**src/rtl/fifo_axis_downsizer.sv**
```systemverilog
// ---------------------------------------------------------------------------
// fifo_axis_downsizer
//
// AXI-Stream width downsizer placed directly after the wide stream FIFO.
// Each accepted IN_W-bit beat is held in a buffer and replayed as
// RATIO = IN_W/OUT_W consecutive OUT_W-bit slices. The final slice of the
// buffered beat may be drained on the same edge that loads the next beat,
// so a continuously fed consumer sees one slice every cycle.
//
// Parameters:
//   IN_W      input beat width (multiple of OUT_W)
//   OUT_W     output slice width
//   HAS_LAST  "true" carries axis_last_i to the final slice, "false" ties
//             axis_last_o low
//   MSB_FIRST "true" emits the top slice first, "false" emits bits
//             OUT_W-1:0 first
//
// Ports:
//   clk           clock, all state on rising edge
//   rst_n         asynchronous active-low reset
//   axis_data_i   wide input beat
//   axis_valid_i  input beat valid
//   axis_last_i   input beat ends a packet
//   axis_ready_o  downsizer accepts a beat this cycle
//   axis_data_o   current narrow slice (zero when axis_valid_o is low)
//   axis_valid_o  slice valid
//   axis_last_o   final slice of a last-flagged beat
//   axis_ready_i  consumer accepts the slice
// ---------------------------------------------------------------------------
module fifo_axis_downsizer #(
    parameter int    IN_W      = 512,
    parameter int    OUT_W     = 64,
    parameter string HAS_LAST  = "false",
    parameter string MSB_FIRST = "false"
) (
    input  logic             clk,
    input  logic             rst_n,
    input  logic [IN_W-1:0]  axis_data_i,
    input  logic             axis_valid_i,
    input  logic             axis_last_i,
    output logic             axis_ready_o,
    output logic [OUT_W-1:0] axis_data_o,
    output logic             axis_valid_o,
    output logic             axis_last_o,
    input  logic             axis_ready_i
);

    localparam int RATIO = IN_W / OUT_W;
    localparam int IDX_W = (RATIO > 1) ? $clog2(RATIO) : 1;

    localparam logic [IDX_W-1:0] LAST_IDX = IDX_W'(RATIO - 1);

    localparam bit HAS_LAST_B  = (HAS_LAST == "true");
    localparam bit MSB_FIRST_B = (MSB_FIRST == "true");

    localparam logic [0:0] ST_EMPTY  = 1'b0;
    localparam logic [0:0] ST_ACTIVE = 1'b1;

    generate
        if ((RATIO < 2) || ((IN_W % OUT_W) != 0)) begin : g_bad_ratio
            $error("fifo_axis_downsizer: IN_W must be a multiple of OUT_W with IN_W/OUT_W >= 2");
        end
    endgenerate

    logic [0:0]       state_q;
    logic [IN_W-1:0]  buf_q;
    logic             last_q;
    logic [IDX_W-1:0] idx_q;

    logic             full_q;
    logic             on_last_slice;
    logic             out_fire;
    logic             drain;
    logic             in_fire;
    logic             last_in;
    logic [IDX_W-1:0] sel;
    logic [OUT_W-1:0] slices [RATIO];

    assign full_q        = (state_q == ST_ACTIVE);
    assign on_last_slice = (idx_q == LAST_IDX);
    assign out_fire      = full_q & axis_ready_i;
    assign drain         = out_fire & on_last_slice;

    // Ready is combinational from axis_ready_i so a drain and a reload can
    // share one edge; it is held low while reset is asserted.
    assign axis_ready_o = rst_n & (~full_q | drain);
    assign in_fire      = axis_valid_i & axis_ready_o;

    // The last flag is only kept when it is propagated.
    assign last_in = HAS_LAST_B & axis_last_i;

    always_comb begin
        for (int unsigned i = 0; i < RATIO; i++) begin
            slices[i] = buf_q[i*OUT_W +: OUT_W];
        end
    end

    always_comb begin
        sel = idx_q;
        if (MSB_FIRST_B) begin
            sel = LAST_IDX - idx_q;
        end
    end

    assign axis_valid_o = full_q;
    assign axis_data_o  = full_q ? slices[sel] : '0;
    assign axis_last_o  = full_q & last_q & on_last_slice;

    always_ff @(posedge clk or negedge rst_n) begin
        if (!rst_n) begin
            state_q <= ST_EMPTY;
            buf_q   <= '0;
            last_q  <= 1'b0;
            idx_q   <= '0;
        end else begin
            case (state_q)
                ST_EMPTY: begin
                    if (in_fire) begin
                        buf_q   <= axis_data_i;
                        last_q  <= last_in;
                        idx_q   <= '0;
                        state_q <= ST_ACTIVE;
                    end
                end
                ST_ACTIVE: begin
                    if (out_fire) begin
                        if (!on_last_slice) begin
                            idx_q <= idx_q + 1'b1;
                        end else if (in_fire) begin
                            buf_q  <= axis_data_i;
                            last_q <= last_in;
                            idx_q  <= '0;
                        end else begin
                            state_q <= ST_EMPTY;
                        end
                    end
                end
                default: begin
                    state_q <= ST_EMPTY;
                end
            endcase
        end
    end

endmodule

```
**config.mk**
```make
export PLATFORM = sky130hd
export DESIGN_NAME = fifo_axis_downsizer
export DESIGN_NICKNAME = d
export VERILOG_FILES = /design/src/rtl/fifo_axis_downsizer.sv
export SDC_FILE = /design/constraint.sdc
export NUM_CORES = 1
export LEC_CHECK = 0
export ABC_AREA = 1
export BUFFER_PORTS_ARGS = -buffer_cell sky130_fd_sc_hd__buf_4
export CORE_ASPECT_RATIO = 1.2
export CORE_UTILIZATION = 45
export DETAILED_ROUTE_END_ITERATION = 7
export GPL_TIMING_DRIVEN = 0
export PLACE_DENSITY = 0.68
export SYNTH_ARGS = -nofsm -noshare
export SYNTH_HDL_FRONTEND = slang
export SYNTH_SLANG_ARGS = --single-unit
```
**constraint.sdc**
```tcl
create_clock -name clk -period 1.8 [get_ports clk]
set_input_delay 0.36 -clock clk [delete_from_list [all_inputs] [get_ports clk]]
set_output_delay 0.36 -clock clk [all_outputs]
set_load 0.02 [all_outputs]
```
# --- After elaboration in Yosys (flattened, before gate mapping) ---
# Cells that the tools add are included.
word_totals:
  wordCells: 39
  inputBits: 517
  reg_bits: 517
  out_inout_bits: 67
classes:
  addsub: 1
  n_reduce_logical: 1
  muxes: 20
  n_eq_ne: 3
  bitwise: 9
  n_lt_le_gt_ge: 1
op_table:
  columns: ["cell", "n"]
  rows:
  - ["512-bit 2-to-1 mux", 3]
  - ["512-bit case mux with 2 select lines", 1]
  - ["64-bit binary-select mux with 3-bit select", 1]
  - ["64-bit 2-to-1 mux", 3]
  - ["3-bit 2-to-1 mux", 3]
  - ["1-bit bitwise AND", 6]
  - ["1-bit 2-to-1 mux", 6]
  - ["3-bit case mux with 2 select lines", 1]
  - ["4-bit greater-or-equal comparator, second input constant", 1]
  - ["2-bit by 1-bit inequality test with 1-bit output, second input constant", 2]
  - ["3-bit NOT with 4-bit output", 1]
  - ["1-bit case mux with 2 select lines", 2]
  - ["3-bit by 1-bit adder with 3-bit output, second input constant", 1]
  - ["3-bit equality test, second input constant", 1]
  - ["2-bit AND reduction", 1]
  - ["1-bit NOT", 1]
  - ["1-bit bitwise OR", 1]

# --- Logic depth before layout (Yosys ltp) ---
# Gate-level depths: netlist (run 1).
logic_depth:
  word_depth: 9
  depth_mapped: 11
  mapped_depth_nobuf: 9

# --- Worst setup path before layout (run 1) ---
# OpenSTA, ideal clock, no wires.
synth_path:
  path_kind: "reg2out"
  start: "register idx_q[1]"
  end: "output axis_data_o[53]"
  setup_slack_ps: 9
  arrival_ps: 1431
  path_stages_with_launch: 8
  t_required_ps: 1440
  cell_sequence: "dfrtp_1 > inv_1 > clkbuf_1 > buf_2 > nand3_1 > nand3_1 > nand2_1 > nor2_1"
synth_via:
  elab_chain_cells: 5
synth_lines:
  columns: ["item", "line", "rtl"]
  rows:
  - ["start, declared", "68", "logic [IDX_W-1:0] idx_q;"]
  - ["start signal, assigned", "128", "idx_q <= idx_q + 1'b1;"]
  - ["3-bit NOT with 4-bit output (not written as such)", "106", "assign axis_data_o = full_q ? slices[sel] : '0;"]
  - ["64-bit binary-select mux with 3-bit select", "106", null]
  - ["64-bit 2-to-1 mux (not written as such) (2 in series)", "106", null]
  - ["64-bit 2-to-1 mux", "106", null]
  - ["end, declared", "42", "output logic [OUT_W-1:0] axis_data_o,"]
# No other way between the ends. The select of a mux whose other input is x is not followed.

# --- Final worst setup path (run 1) ---
layout_path:
  start: "register idx_q[0]"
  end: "output axis_data_o[38]"
# The elaborated chain is that of the path after synthesis.

==> results of run 1 <==
-- routing by layer --
metal | wire (µm) | share of wire [%]
met1 | 43190 | 37
met2 | 55700 | 48
met3 | 8346 | 7.2
met4 | 7988 | 6.9
met5 | 25 | 0.022
-- kinds of logic after synthesis --
kind of cell | count (synthesis) | synth area share [%]
and+or+nand+nor | 2639 | 39.34
xor gates and xnor gates | 1 | 0.03339
AOI/OAI and AO/OA | 2 | 0.03815
buffers and inverters | 737 | 11.27
adders and majority gates | 2 | 0.09536
other | 1 | 0.01429
DFF | 516 | 49.21
-- worst max-delay path, cell delays in order, from the launching register on --
cell       delay [ns]
dfrtp_1          0.38
buf_8            0.18
inv_12           0.07
buf_16           0.17
clkbuf_16        0.17
buf_12           0.13
nand2_2          0.06
nand3_2          0.06
nand2_2          0.08
nor2_2           0.05
nor2_2           0.17
buf_6            0.14
-- sequential cells by signal, summed over array words and instances (netlist names) --
signal,flops
axis_valid_o,1
buf_q,512
idx_q,3
-- area by class of cell --
cell class / instances / area share [%]
Inverter: 518 / 4.715
Clock inverter: 18 / 0.4667
Tap cell: 735 / 2.213
Clock buffer: 86 / 4.128
Sequential cell: 516 / 31.08
Timing Repair Buffer: 1100 / 23.84
Antenna cell: 30 / 0.1807
Multi-Input combinational cell: 2645 / 28.20
Buffer: 219 / 5.182
-- stage by stage --
stage | power (W) | util (%) | setup TNS [ns]
6_report | 0.07190 | 72.37 | -152.71
3_5_place_dp | 0.04985 | 55.15 | -657.73
4_1_cts | 0.06720 | 69.61 | -256.08
3_3_place_gp | 0.04928 | 54.90 | -5832.23
5_1_grt | 0.07614 | 72.34 | -216.41
2_1_floorplan | 0.03752 | - | 0
-- how the worst max path moves through the flow --
stage / endpoint / depth (start not counted)
final: axis_data_o[38] / 11
after CTS: axis_data_o[34] / 9
after global routing: axis_data_o[38] / 11
after floorplan: axis_data_o[53] / 7
after global placement: buf_q[445] / 7
after detailed placement: axis_data_o[51] / 7
-- repair_timing --
item	in CTS	in global routing
hold buffers	493	1
gates resized for setup	426	451
pin swaps	35	76
endpoints found under the setup margin	579	680
cloned	3	3
setup buffers	4	10
hold endpoints to repair	576	84
-- cells in the final DEF, fill, tap and decap left out, types with 4 or more instances in the layout --
cell type,instances
buf_12,16
clkbuf_8,29
dfrtp_1,515
clkbuf_1,14
dlygate4sd3_1,494
nor2_4,53
nor2_2,44
nor2_1,35
clkbuf_16,63
nand3_2,90
buf_2,58
buf_8,29
clkbuf_4,13
bufinv_16,4
diode_2,30
nand2_2,84
nand2_1,2079
buf_16,10
nand2_4,20
buf_4,580
clkinv_2,13
inv_1,515
buf_6,85
nand3_1,230
clkbuf_2,14
-- power groups by stage --
stage	registers [W]	logic (W)	clock network [W]
4_1_cts	0.0196	0.0354	0.0122
3_5_place_dp	0.0197	0.0301	0
5_1_grt	0.0204	0.0431	0.0127
6_report	0.0198	0.0399	0.0122
3_3_place_gp	0.0196	0.0297	0
2_1_floorplan	0.0191	0.0184	0
==> flow_summary.json, run 1 <==
{
  "busiest_layer": "met2",
  "antenna_found_initial": 25,
  "status": "complete, but fails checks",
  "grt_pass1_vias": 29430,
  "worst_pin_slew_ns": 0.6948,
  "clkTransAtPathRegs_ns": 0.06,
  "die_w_um": 222.4,
  "r2r-start": "idx_q[1]",
  "gr-total-overflow": 0,
  "clkLatencyLatePin_ns": 0.61,
  "switching_share_pct": 45.08,
  "nNetsFinal": 5575,
  "multiInputGateArea_mm2": 0.01172,
  "setup_viol": 569,
  "ys_seq_elements": 516,
  "grtUsageMet1_pct": 44.87,
  "fin_skew_ns": 0.01775,
  "finalWeightedCongestion": 0.9838,
  "grt_pass1_wl_um": 166800,
  "finalNonFillerCells": 5867,
  "worstSetupPathType": "reg2out",
  "wl_um": 115300,
  "ir_worst_vdd_mv": 1.420,
  "io_pins": 584,
  "synth_edf_count": 0,
  "hold_slack_ns": -0.2896,
  "synth.area.top_cells": "dfrtp_1, nand2_1, inv_1",
  "grt_max_degree": 108,
  "async_flop_share_pct": 100.0,
  "hp-class": "in2async",
  "pwr-share-clk_pct": 17.0,
  "pre_cts_ws_ns": -1.426,
  "drt_pass1_iterations": 6,
  "max_freq_mhz": 376.7,
  "post-synth-top-count-cell": "nand2_1",
  "finalCritPeriodShare_pct": 147.5,
  "vias": 29990,
  "slew_violations": 0,
  "syn_inst": 3898,
  "syn-num-nets": 4417,
  "synth_ff_type": "dfrtp_1",
  "hpwl_um": 76050,
  "finalWorstSetupSlack_ns": -0.8548,
  "num-fill-cells": 4356,
  "core_area_mm2": 0.05742,
  "synth_area_mm2": 0.02624,
  "wl_per_cell_um": 19.64,
  "start_util_pct": 45.70,
  "syn2layout_area_growth_pct": 58.37,
  "end_kind": "primary output",
  "rows": 96,
  "arrival_ns": 2.29,
  "slew_headroom_pct": 53.68,
  "start_kind": "flop",
  "numPortBuffers": 581,
  "routed_via_density": 5.111,
  "ys_seq_area_share_pct": 49.21,
  "track_usage_pct": 37.25,
  "synth_common_cells": "nand2_1, inv_1, dfrtp_1, nand3_1, nor2_1",
  "power_density_mw_per_mm2": 1730,
  "p_switching_w": 0.03242,
  "pwr-share-seq_pct": 27.6,
  "die_h_um": 266.5,
  "first_iter_violations": 2633,
  "synth.distinct_cells": 17,
  "grt_util_met3_pct": 5.934,
  "numCtsBuffers": 56,
  "cts_tree": "yes",
  "power_leakage_nw": 23.16,
  "p_int_w": 0.03949,
  "violations": "negative hold slack, negative setup slack",
  "max_cap_viol_count": 0,
  "drc_errors": 0,
  "ant_nets": 0,
  "worst-r2r-setup-slack_ns": -0.37,
  "pwr-share-comb_pct": 55.5,
  "placed_cell_area_mm2": 0.03166,
  "use_met2_pct": 62.68,
  "cts.sink_count": 516,
  "yosys.area.top_type_share_pct": 49.21,
  "finalInstanceArea_mm2": 0.04155,
  "worstSetupStartpoint": "idx_q[0]",
  "rsz0062_at_grt": "yes",
  "timing.rr.end": "buf_q[303]",
  "synth.avg_cell_area_um2": 6.731,
  "die_area_mm2": 0.05928,
  "cp_max_fo": 7,
  "drive_above_1_share_pct": 23.79,
  "fin_crit_ns": 2.655,
  "hold_viol": 83,
  "rr_worst_depth": 11,
  "regArea_mm2": 0.01291,
  "htreeDepth": 2,
  "yosys_warnings": 0,
  "root_buffer": "clkbuf_16",
  "crit_required_ns": 1.44,
  "dp.cells": 5219,
  "yosysTopAreaCell": "dfrtp_1",
  "clockBufferDepth": 3
}
Note: power is estimated with default switching activity, not from simulation.
==> run 2: changes to the inputs <==
--- a/config.mk
+++ b/config.mk
@@ -11,6 +11,7 @@
 export CORE_UTILIZATION = 45
 export DETAILED_ROUTE_END_ITERATION = 7
 export GPL_TIMING_DRIVEN = 0
+export MAX_ROUTING_LAYER = met4
 export PLACE_DENSITY = 0.68
 export SYNTH_ARGS = -nofsm -noshare
 export SYNTH_HDL_FRONTEND = slang
==> run 2 against run 1 <==
Effect of this change:
- the flow still finishes with violations (negative hold slack, negative setup slack)
- clock skew shrank 0.0030 ns
- largest power group unchanged
- die area is the same
- worst setup slack lost 0.032 ns
- clock power shrank 4%
- sequential power is essentially flat
- sequential share of layout area shrank 0.18 points
- count of clock-buffer cells in the layout shrank 9
- power shrank 0.11%
- combinational power is essentially flat
- maximum frequency shrank 1.2%
- critical path type unchanged
==> flow_summary.json, run 2 (synthesis results as in run 1) <==
{
  "arrival_ns": 2.33,
  "rsz0062_at_grt": "yes",
  "rows": 96,
  "power_density_mw_per_mm2": 1718,
  "fin_tns_setup_ns": -170.88,
  "fin_skew_ns": 0.01477,
  "wl_per_cell_um": 19.82,
  "max_freq_mhz": 372.1,
  "hold_slack_ns": -0.2430,
  "crit_required_ns": 1.44,
  "dp.cells": 5218,
  "finalNonFillerCells": 5860,
  "first_iter_violations": 2726,
  "setup_viol": 579,
  "grt_pass1_vias": 29390,
  "m1WireLength_um": 43680,
  "met2_wirelength_um": 55570,
  "clkTransAtPathRegs_ns": 0.06,
  "num-fill-cells": 4274,
  "routed_via_density": 5.113,
  "multiInputGateArea_mm2": 0.01177,
  "final_cell_mix": "nand2_1, buf_4, inv_1, dfrtp_1, dlygate4sd3_1",
  "core_area_mm2": 0.05742,
  "hp-class": "in2async",
  "htreeDepth": 2,
  "numPortBuffers": 581,
  "antenna_found_initial": 16,
  "status": "complete, but fails checks",
  "track_usage_pct": 38.92,
  "drc_errors": 0,
  "finalWeightedCongestion": 1.003,
  "fin_crit_ns": 2.687,
  "end_kind": "primary output",
  "met3_length_um": 8408,
  "wl_um": 116100,
  "clockBufferDepth": 3,
  "power_w": 0.07183,
  "cts.sink_count": 516,
  "placed_cell_area_mm2": 0.03164,
  "critical_path.cell_chain": "buf_12 -> inv_16 -> buf_16 -> clkbuf_8 -> nand2_2 -> nand3_2 -> nand3_2 -> nand2_4 -> nor2_1 -> buf_4",
  "cpPeakStageDelay_ns": 0.41,
  "vias": 29960,
  "cp_slowest_cell": "dfrtp_1",
  "cp_top_family": "buffers and inverters",
  "ir_worst_vdd_mv": 1.570,
  "die_area_mm2": 0.05928,
  "gr-total-overflow": 0,
  "finalWorstSetupSlack_ns": -0.8871,
  "grt_pass1_wl_um": 169000,
  "slew_violations": 0,
  "die_w_um": 222.4,
  "finalInstanceArea_mm2": 0.04180,
  "hold_viol": 238,
  "cp_max_fo": 7,
  "drive_above_1_share_pct": 24.22,
  "worst_pin_slew_ns": 0.6784,
  "slew_headroom_pct": 54.78,
  "nNetsFinal": 5582,
  "top_layer": "met4",
  "final_common_cell": "nand2_1",
  "numCtsBuffers": 55,
  "cp_common_cell": "nand3_2",
  "start_kind": "flop",
  "syn2layout_area_growth_pct": 59.30,
  "io_pins": 584,
  "start_util_pct": 45.70,
  "regMostFlops": "buf_q",
  "power_leakage_nw": 23.26,
  "violations": "negative hold slack, negative setup slack",
  "finalCritPeriodShare_pct": 149.3,
  "grt_max_degree": 114,
  "root_buffer": "clkbuf_16",
  "path_buf_inv": 5,
  "ant_nets": 0,
  "clkLatencyLatePin_ns": 0.62,
  "cts_tree": "yes",
  "hpwl_um": 76360,
  "max_cap_viol_count": 0,
  "die_h_um": 266.5,
  "regArea_mm2": 0.01291,
  "largest_reg_flops": 512,
  "drt_pass1_iterations": 6,
  "worstSetupPathType": "reg2out"
}
run 2: cell types whose count changed in the layout (fill, tap and decap cells not counted), moves of 7 or more:
cell,delta
buf_4,-7
buf_8,-7
nand2_1,-13
nand2_2,+17
diode_2,-8
nand3_1,-16
buf_6,-7
clkbuf_16,+10
nand3_2,+18
run 2: final timing paths:
path | start | end | slack, ns | cells after the start
max | idx_q[0] | axis_data_o[10] | -0.89 | 10
min | rst_n | buf_q[355] | -0.24 | 2
max reg2reg | idx_q[1] | buf_q[10] | -0.43 | 11
min reg2reg | buf_q[353] | buf_q[353] | 0.47 | 2
max in group asynchronous | rst_n | buf_q[114] | 1.03 | 3
min in group clk | axis_data_i[352] | buf_q[352] | 0.02 | 3
run 2: report_power, final:
group / internal, W / total, W / switching, W
logic: 0.0157 / 0.0402 / 0.0245
registers: 0.0169 / 0.0199 / 0.00293
clock network: 0.00673 / 0.0117 / 0.00500
total: 0.0394 / 0.0718 / 0.0325
run 2: what timing repair did:
action | 4_1_cts | 5_1_grt
setup buffers | 4 | 5
gates resized for setup | 504 | 394
cloned | 7 | 7
setup endpoints to repair | 581 | 579
endpoints found under the hold margin | 604 | 109
pin swaps | 49 | 74
hold buffers | 496 | 4
run 2: area by class of cell:
cell class / instances / area share, %
diodes: 22 / 0.1317
plain buffers: 219 / 5.517
clock buffers: 77 / 3.832
clock inverters: 20 / 0.4849
inverters: 518 / 4.709
multi-input cells: 2645 / 28.16
flip-flops and latches: 516 / 30.90
well taps: 735 / 2.200
repair buffers: 1108 / 24.07
run 2: stage by stage:
step / setup slack (ns) / utilization, % / hold slack [ns]
floorplan: 0.008731 / - / 0.06441
global placement: -6.108 / 54.90 / 0.4529
detailed placement: -2.046 / 55.10 / 0.4581
CTS: -0.8997 / 70.21 / -0.2817
global route: -0.9500 / 72.78 / -0.2165
finish: -0.8871 / 72.80 / -0.2430
run 2: layer usage:
metal	global-route usage, %	vias up
met5	-	-
li1	-	13790
met4	25.61	0
met3	5.823	413
met2	62.53	1482
met1	45.63	14270
run 2: worst register-to-register path, stage by stage (launching register included):
cell	delay, ns
dfrtp_2	0.46
ha_1	0.19
ha_1	0.17
nand3_1	0.08
nand2_1	0.09
nand2_2	0.10
nor2_4	0.16
buf_12	0.16
buf_4	0.16
clkbuf_1	0.37
nand2_1	0.14
nand2_1	0.10
